$ cat src/rtl/ct_lsu_wmb_cmplt_queue.sv
// WMB completion queue: 4-entry FIFO of completion events presented to the ST WB arbiter.
// Optional same-cycle bypass of a push into an empty queue when CT_LSU_WMB_CQ_BYPASS_EN is defined.
module ct_lsu_wmb_cmplt_queue (
    input  logic       ctrl_st_clk,
    input  logic       cpurst_b,
    input  logic       rtu_yy_xx_flush,
    input  logic       wmb_cq_push_vld,
    input  logic [6:0] wmb_cq_push_iid,
    input  logic       wmb_cq_push_inst_flush,
    input  logic       wmb_cq_push_spec_fail,
    input  logic       wmb_cq_push_bkpta_data,
    input  logic       wmb_cq_push_bkptb_data,
    output logic       cq_wmb_full,
    output logic       cq_wmb_empty,
    output logic       wmb_st_wb_cmplt_req,
    output logic [6:0] wmb_st_wb_iid,
    output logic       wmb_st_wb_inst_flush,
    output logic       wmb_st_wb_spec_fail,
    output logic       wmb_st_wb_bkpta_data,
    output logic       wmb_st_wb_bkptb_data,
    input  logic       st_wb_wmb_cmplt_grnt
);

    logic [2:0]  r_rptr;
    logic [2:0]  r_wptr;
    logic [10:0] r_entry [0:3];

    logic        w_empty;
    logic        w_full;
    logic        w_push;
    logic        w_pop;
    logic        w_write;
    logic        w_req;
    logic [10:0] w_push_data;
    logic [10:0] w_head;

    assign w_push_data = {wmb_cq_push_iid, wmb_cq_push_inst_flush, wmb_cq_push_spec_fail,
                          wmb_cq_push_bkpta_data, wmb_cq_push_bkptb_data};

    // Full is derived from the current pointers only, so a same-cycle pop never frees a slot for a push.
    assign w_empty = (r_rptr == r_wptr);
    assign w_full  = (r_rptr[1:0] == r_wptr[1:0]) && (r_rptr[2] != r_wptr[2]);
    assign w_push  = wmb_cq_push_vld & ~w_full & ~rtu_yy_xx_flush;
    assign w_pop   = ~w_empty & st_wb_wmb_cmplt_grnt & ~rtu_yy_xx_flush;

`ifdef CT_LSU_WMB_CQ_BYPASS_EN
    logic w_bypass;

    // A granted bypass consumes the event directly, so it is never stored.
    assign w_bypass = w_push & w_empty;
    assign w_req    = ~w_empty | w_bypass;
    assign w_head   = w_bypass ? w_push_data : r_entry[r_rptr[1:0]];
    assign w_write  = w_push & ~(w_bypass & st_wb_wmb_cmplt_grnt);
`else
    assign w_req    = ~w_empty;
    assign w_head   = r_entry[r_rptr[1:0]];
    assign w_write  = w_push;
`endif

    always_ff @(posedge ctrl_st_clk or negedge cpurst_b) begin
        if (!cpurst_b) begin
            r_rptr <= 3'd0;
            r_wptr <= 3'd0;
        end else if (rtu_yy_xx_flush) begin
            r_rptr <= 3'd0;
            r_wptr <= 3'd0;
        end else begin
            if (w_write)
                r_wptr <= r_wptr + 3'd1;
            if (w_pop)
                r_rptr <= r_rptr + 3'd1;
        end
    end

    always_ff @(posedge ctrl_st_clk or negedge cpurst_b) begin
        if (!cpurst_b) begin
            for (int i = 0; i < 4; i++)
                r_entry[i] <= 11'd0;
        end else if (w_write) begin
            r_entry[r_wptr[1:0]] <= w_push_data;
        end
    end

    assign cq_wmb_full          = w_full;
    assign cq_wmb_empty         = w_empty;
    assign wmb_st_wb_cmplt_req  = w_req;
    assign wmb_st_wb_iid        = w_head[10:4];
    assign wmb_st_wb_inst_flush = w_head[3];
    assign wmb_st_wb_spec_fail  = w_head[2];
    assign wmb_st_wb_bkpta_data = w_head[1];
    assign wmb_st_wb_bkptb_data = w_head[0];

endmodule

$ cat config.mk
export PLATFORM = sky130hd
export DESIGN_NAME = ct_lsu_wmb_cmplt_queue
export DESIGN_NICKNAME = d
export VERILOG_FILES = /design/src/rtl/ct_lsu_wmb_cmplt_queue.sv
export SDC_FILE = /design/constraint.sdc
export NUM_CORES = 1
export LEC_CHECK = 0
export BUFFER_PORTS_ARGS = -buffer_cell sky130_fd_sc_hd__buf_2
export CAP_MARGIN = 30
export CORE_ASPECT_RATIO = 0.5
export CORE_MARGIN = 2
export CORE_UTILIZATION = 30
export DETAILED_ROUTE_END_ITERATION = 10
export MAX_ROUTING_LAYER = met4
export SLEW_MARGIN = 20
export SYNTH_ARGS = -nofsm -noshare
export SYNTH_HDL_FRONTEND = slang
export SYNTH_SLANG_ARGS = --single-unit
$ cat constraint.sdc
create_clock -name ctrl_st_clk -period 5.1 [get_ports ctrl_st_clk]
set_input_delay 0.765 -clock ctrl_st_clk [delete_from_list [all_inputs] [get_ports ctrl_st_clk]]
set_output_delay 0.765 -clock ctrl_st_clk [all_outputs]
set_load 0.05 [all_outputs]
==> impl_results.html <==
<table>
<tr><th>Metric</th><th>Value</th></tr>
<tr><th colspan="2">Critical path</th></tr>
<tr><td>Slack of the worst reg-to-reg path</td><td>~2.8 ns</td></tr>
<tr><td>R2R cell count</td><td>4</td></tr>
<tr><td>Type of the worst setup path</td><td>register to output pin</td></tr>
<tr><td>Crit path launch</td><td>r_rptr[1]</td></tr>
<tr><td>Maximum fanout along the worst path</td><td>19</td></tr>
<tr><td>Startpoint of the worst-slack reg-to-reg timing path</td><td>r_rptr[1]</td></tr>
<tr><td>Endpoint class of the critical path</td><td>output pin</td></tr>
<tr><td>Crit start category</td><td>register</td></tr>
<tr><td>R2R Path End</td><td>r_entry[28]</td></tr>
<tr><td>Req. time, crit path</td><td>4.34 ns</td></tr>
<tr><td>Data arrival time of the critical path</td><td>2.13 ns</td></tr>
<tr><th colspan="2">Layout</th></tr>
<tr><td>Layout overhead on the synthesized area</td><td>17.8%</td></tr>
<tr><td>Ratio of cells with drive above 1 in the final layout</td><td>between 40% and 50%</td></tr>
<tr><td>Core occupancy in the finished layout</td><td>a little over a third</td></tr>
<tr><td>Number of filler instances in the final layout</td><td>approximately 750</td></tr>
<tr><td>Antenna Cells</td><td>0</td></tr>
<tr><td>Final net count</td><td>226</td></tr>
<tr><th colspan="2">Die</th></tr>
<tr><td>IO Count</td><td>30</td></tr>
<tr><td>Initial Util</td><td>31.0%</td></tr>
<tr><td>Die Wd</td><td>133 um</td></tr>
<tr><td>Standard-cell rows</td><td>23</td></tr>
<tr><td>Floorplan die height</td><td>between 60 and 70 um</td></tr>
<tr><td>Core area</td><td>8030 um^2</td></tr>
<tr><td>Full die area</td><td>9080 um^2</td></tr>
<tr><th colspan="2">Timing</th></tr>
<tr><td>Max Clock Skew</td><td>~0.0032 ns</td></tr>
<tr><td>Setup TNS</td><td>0 ns</td></tr>
<tr><td>Minimum clock period after layout</td><td>2.90 ns</td></tr>
<tr><td>Count of final hold-check violations</td><td>0</td></tr>
<tr><td>Max-slew violation count</td><td>0</td></tr>
<tr><td>Setup violation total in the final timing report</td><td>0</td></tr>
<tr><td>Relative slew margins</td><td>42.6%</td></tr>
<tr><td>Final cycle utilization of the critical path</td><td>56.9%</td></tr>
<tr><td>Transition time of the tightest slew-check pin</td><td>0.861 ns</td></tr>
<tr><td>Upper clock frequency limit</td><td>0.345 GHz</td></tr>
<tr><td>RSZ-0062 raised after global routing</td><td>false</td></tr>
<tr><th colspan="2">Global routing</th></tr>
<tr><td>Global-route wire length before repair</td><td>7.98 mm</td></tr>
<tr><td>GRT Residual Overflow</td><td>0</td></tr>
<tr><td>Via count of the first global-routing pass</td><td>approximately 1600</td></tr>
<tr><td>Global-route met2 utilization</td><td>about 21%</td></tr>
<tr><td>Maximum number of pins on one net before global-route repair</td><td>34</td></tr>
<tr><td>Met1 Use GR</td><td>approximately 14%</td></tr>
<tr><td>GRT Util Overall</td><td>12.0%</td></tr>
<tr><td>Met3 track utilization from global routing</td><td>3.04%</td></tr>
<tr><td>Initial antenna violation count</td><td>0</td></tr>
<tr><td>GRT busiest layer</td><td>met2</td></tr>
<tr><th colspan="2">Pwr</th></tr>
<tr><td>Overall Power</td><td>1.96 mW</td></tr>
<tr><td>Power per standard cell area</td><td>668 nW/um^2</td></tr>
<tr><td>Share of total power in the clock network</td><td>16.1%</td></tr>
<tr><td>Reported net switching power</td><td>just over 0.8 mW</td></tr>
<tr><td>Sequential cell fraction of total power</td><td>35.6%</td></tr>
<tr><td>Cell internal pwr</td><td>between 1 and 1.5 mW</td></tr>
<tr><td>Largest vdd supply drop</td><td>0.209 mV</td></tr>
<tr><td>Cell leakage power</td><td>1.23 nW</td></tr>
<tr><td>Switching share of power</td><td>a little over two fifths</td></tr>
<tr><td>Proportion of power drawn by combinational gates</td><td>just under 50%</td></tr>
<tr><th colspan="2">Logic synthesis</th></tr>
<tr><td>Post-synthesis sequential area ratio</td><td>between 50% and 60%</td></tr>
<tr><td>Register bit count reported by yosys</td><td>50</td></tr>
<tr><td>Cell types with the largest area share after synthesis</td><td>dfrtp_1 50%, mux2_2 19%, mux4_2 10%, ha_1 2.5%, buf_4 1.5%</td></tr>
<tr><td>Count of different cell masters after synthesis</td><td>34</td></tr>
<tr><td>Number of nets in the synthesized netlist</td><td>195</td></tr>
<tr><td>Average cell area after synthesis</td><td>14.3 um^2</td></tr>
<tr><td>Share of Yosys cell area claimed by the top area cell type</td><td>approximately 50%</td></tr>
<tr><td>Yosys synthesis warning count</td><td>0</td></tr>
<tr><td>Post-synth top area cell</td><td>dfrtp_1</td></tr>
<tr><td>Cell area after synthesis</td><td>~2500 um^2</td></tr>
<tr><td>Mapped Cells</td><td>174</td></tr>
<tr><th colspan="2">CTS</th></tr>
<tr><td>Number of buffers inserted during clock tree synthesis</td><td>5</td></tr>
<tr><td>Clock Tree Root</td><td>clkbuf_16</td></tr>
<tr><td>CTS-repair resized insts</td><td>0</td></tr>
<tr><td>Clock tree from TritonCTS</td><td>done</td></tr>
<tr><td>Maximum clock path buffer count</td><td>2</td></tr>
<tr><td>Post-CTS Hold Buffers</td><td>0</td></tr>
<tr><td>Level count of the clock H-tree</td><td>2</td></tr>
<tr><td>Clock-pin slew of the registers on the worst-case setup and hold paths</td><td>0.06 ns</td></tr>
<tr><td>Post-CTS Setup Inserts</td><td>0</td></tr>
<tr><td>Clock Sinks</td><td>50</td></tr>
<tr><td>Clock insertion delay at the later pin of the skew report</td><td>0.28 ns</td></tr>
<tr><th colspan="2">Place</th></tr>
<tr><td>Detailed Place HPWL</td><td>3.42 mm</td></tr>
<tr><td>Routability Congestion</td><td>0.850</td></tr>
<tr><td>Port Buf Inserts</td><td>29</td></tr>
<tr><th colspan="2">Hold path</th></tr>
<tr><td>Hold Crit Class</td><td>primary input to async pin</td></tr>
<tr><th colspan="2">Job</th></tr>
<tr><td>Max-cap check violation count</td><td>0</td></tr>
<tr><th colspan="2">Detailed routing</th></tr>
<tr><td>Routed length per instance</td><td>15.9 um</td></tr>
<tr><td>Violation count after the first detailed-routing iteration</td><td>190</td></tr>
<tr><td>Count of vias placed by the detailed router</td><td>approximately 1500</td></tr>
<tr><td>Detail-routed via count per cell</td><td>4.86</td></tr>
<tr><td>Antenna violation net count after detailed routing</td><td>0</td></tr>
<tr><td>First-pass iteration count of the detailed router</td><td>4</td></tr>
<tr><td>Post-detailed-routing wire length</td><td>5.03 mm</td></tr>
<tr><td>Final routed DRC violation total</td><td>0</td></tr>
<tr><th colspan="2">Run status</th></tr>
<tr><td>Run status</td><td>completed</td></tr>
</table>
==> sequential cells by signal, summed over array words and instances, names as in the netlist <==
name and count:
r_entry 44, r_rptr 3, r_wptr 3
==> Yosys cell counts (all sizes together) <==
master and instances:
a211o 2, a211oi 1, a2bb2oi 2, a311oi 3, a31oi 5, and3 2
buf 9, clkbuf 3, dfrtp 50, ha 5, inv 3, mux2 44
mux4 11, nand2 8, nand2b 1, nand3 3, nand3b 1, nand4 2
nor2 1, nor2b 1, nor3b 2, o211a 1, o211ai 2, o21ai 2
o311ai 2, or2b 1, or4 1, xnor2 3, xor2 3
==> worst max-delay path, cell delays in order, from the launching register on <==
cell and delay (ns):
dfrtp_1 0.70, xnor2_2 0.56, nand2_1 0.16, nor2_1 0.14
buf_2 0.28
==> cell families (layout without fill, tap and decap cells) <==
group | count (synthesis) | in the layout | synth area share (%)
AOI/OAI and AO/OA | 20 | 20 | 6.39
xor gates and xnor gates | 6 | 6 | 2.72
adders and majority gates | 5 | 5 | 2.52
buffers and inverters | 15 | 46 | 3.22
DFF | 50 | 50 | 50.3
muxes | 55 | 55 | 29.9
and+or+nand+nor | 23 | 23 | 4.98
==> worst max-delay path by stage <==
| stage | endpoint | slack (ns) | depth (start not counted) |
|---|---|---|---|
| global route | cq_wmb_full | 2.07 | 4 |
| CTS | cq_wmb_full | 2.21 | 4 |
| global placement | cq_wmb_full | 2.55 | 4 |
| detailed placement | cq_wmb_full | 2.52 | 4 |
| floorplan | cq_wmb_empty | 2.48 | 4 |
| finish | cq_wmb_full | 2.20 | 4 |
==> routing by layer <==
metal / part of all wire (%) / up-vias / wire length (um)
li1: - / 715 / -
met1: 45 / 789 / 2280
met2: 50 / 29 / 2500
met3: 3.7 / 8 / 187
met4: 1.3 / 0 / 65
met5: 0 / - / 0
==> final cells by class <==
cell class                      instances  area [um^2]  area share, %
Clock buffer                            5          125           4.27
Timing Repair Buffer                   36          218           7.43
Clock inverter                          2         15.0          0.513
Sequential cell                        50         1250           42.7
Inverter                                3         11.3          0.384
Tap cell                              112          140           4.78
Multi-Input combinational cell        109         1170           39.9
==> stage by stage <==
stage               cell area, um^2  hold WS [ns]  setup WS [ns]  cells
global placement               2750         0.481           2.55    308
floorplan                      2490         0.452           2.48    174
CTS                            2910         0.410           2.21    316
detailed placement             2770         0.486           2.52    309
finish                         2930         0.406           2.20    317
global route                   2930         0.431           2.07    317
==> placed cells by master, fill, tap and decap left out, types with 3 or more instances in the layout <==
cell type,count
clkbuf_16,5
buf_2,29
a31oi_1,5
dfrtp_1,50
a311oi_2,3
mux2_2,43
inv_1,3
mux4_2,11
nand3_1,3
ha_1,5
buf_4,5
nand2_1,8
==> power groups by stage <==
| stage | registers (mW) | clock network [mW] | logic (mW) |
|---|---|---|---|
| floorplan | 0.636 | 0 | 0.802 |
| global placement | 0.703 | 0 | 0.914 |
| detailed placement | 0.717 | 0 | 0.927 |
| CTS | 0.710 | 0.327 | 0.929 |
| global route | 0.716 | 0.345 | 1.00 |
| finish | 0.696 | 0.315 | 0.945 |
Power figures use the tool's default switching activity.
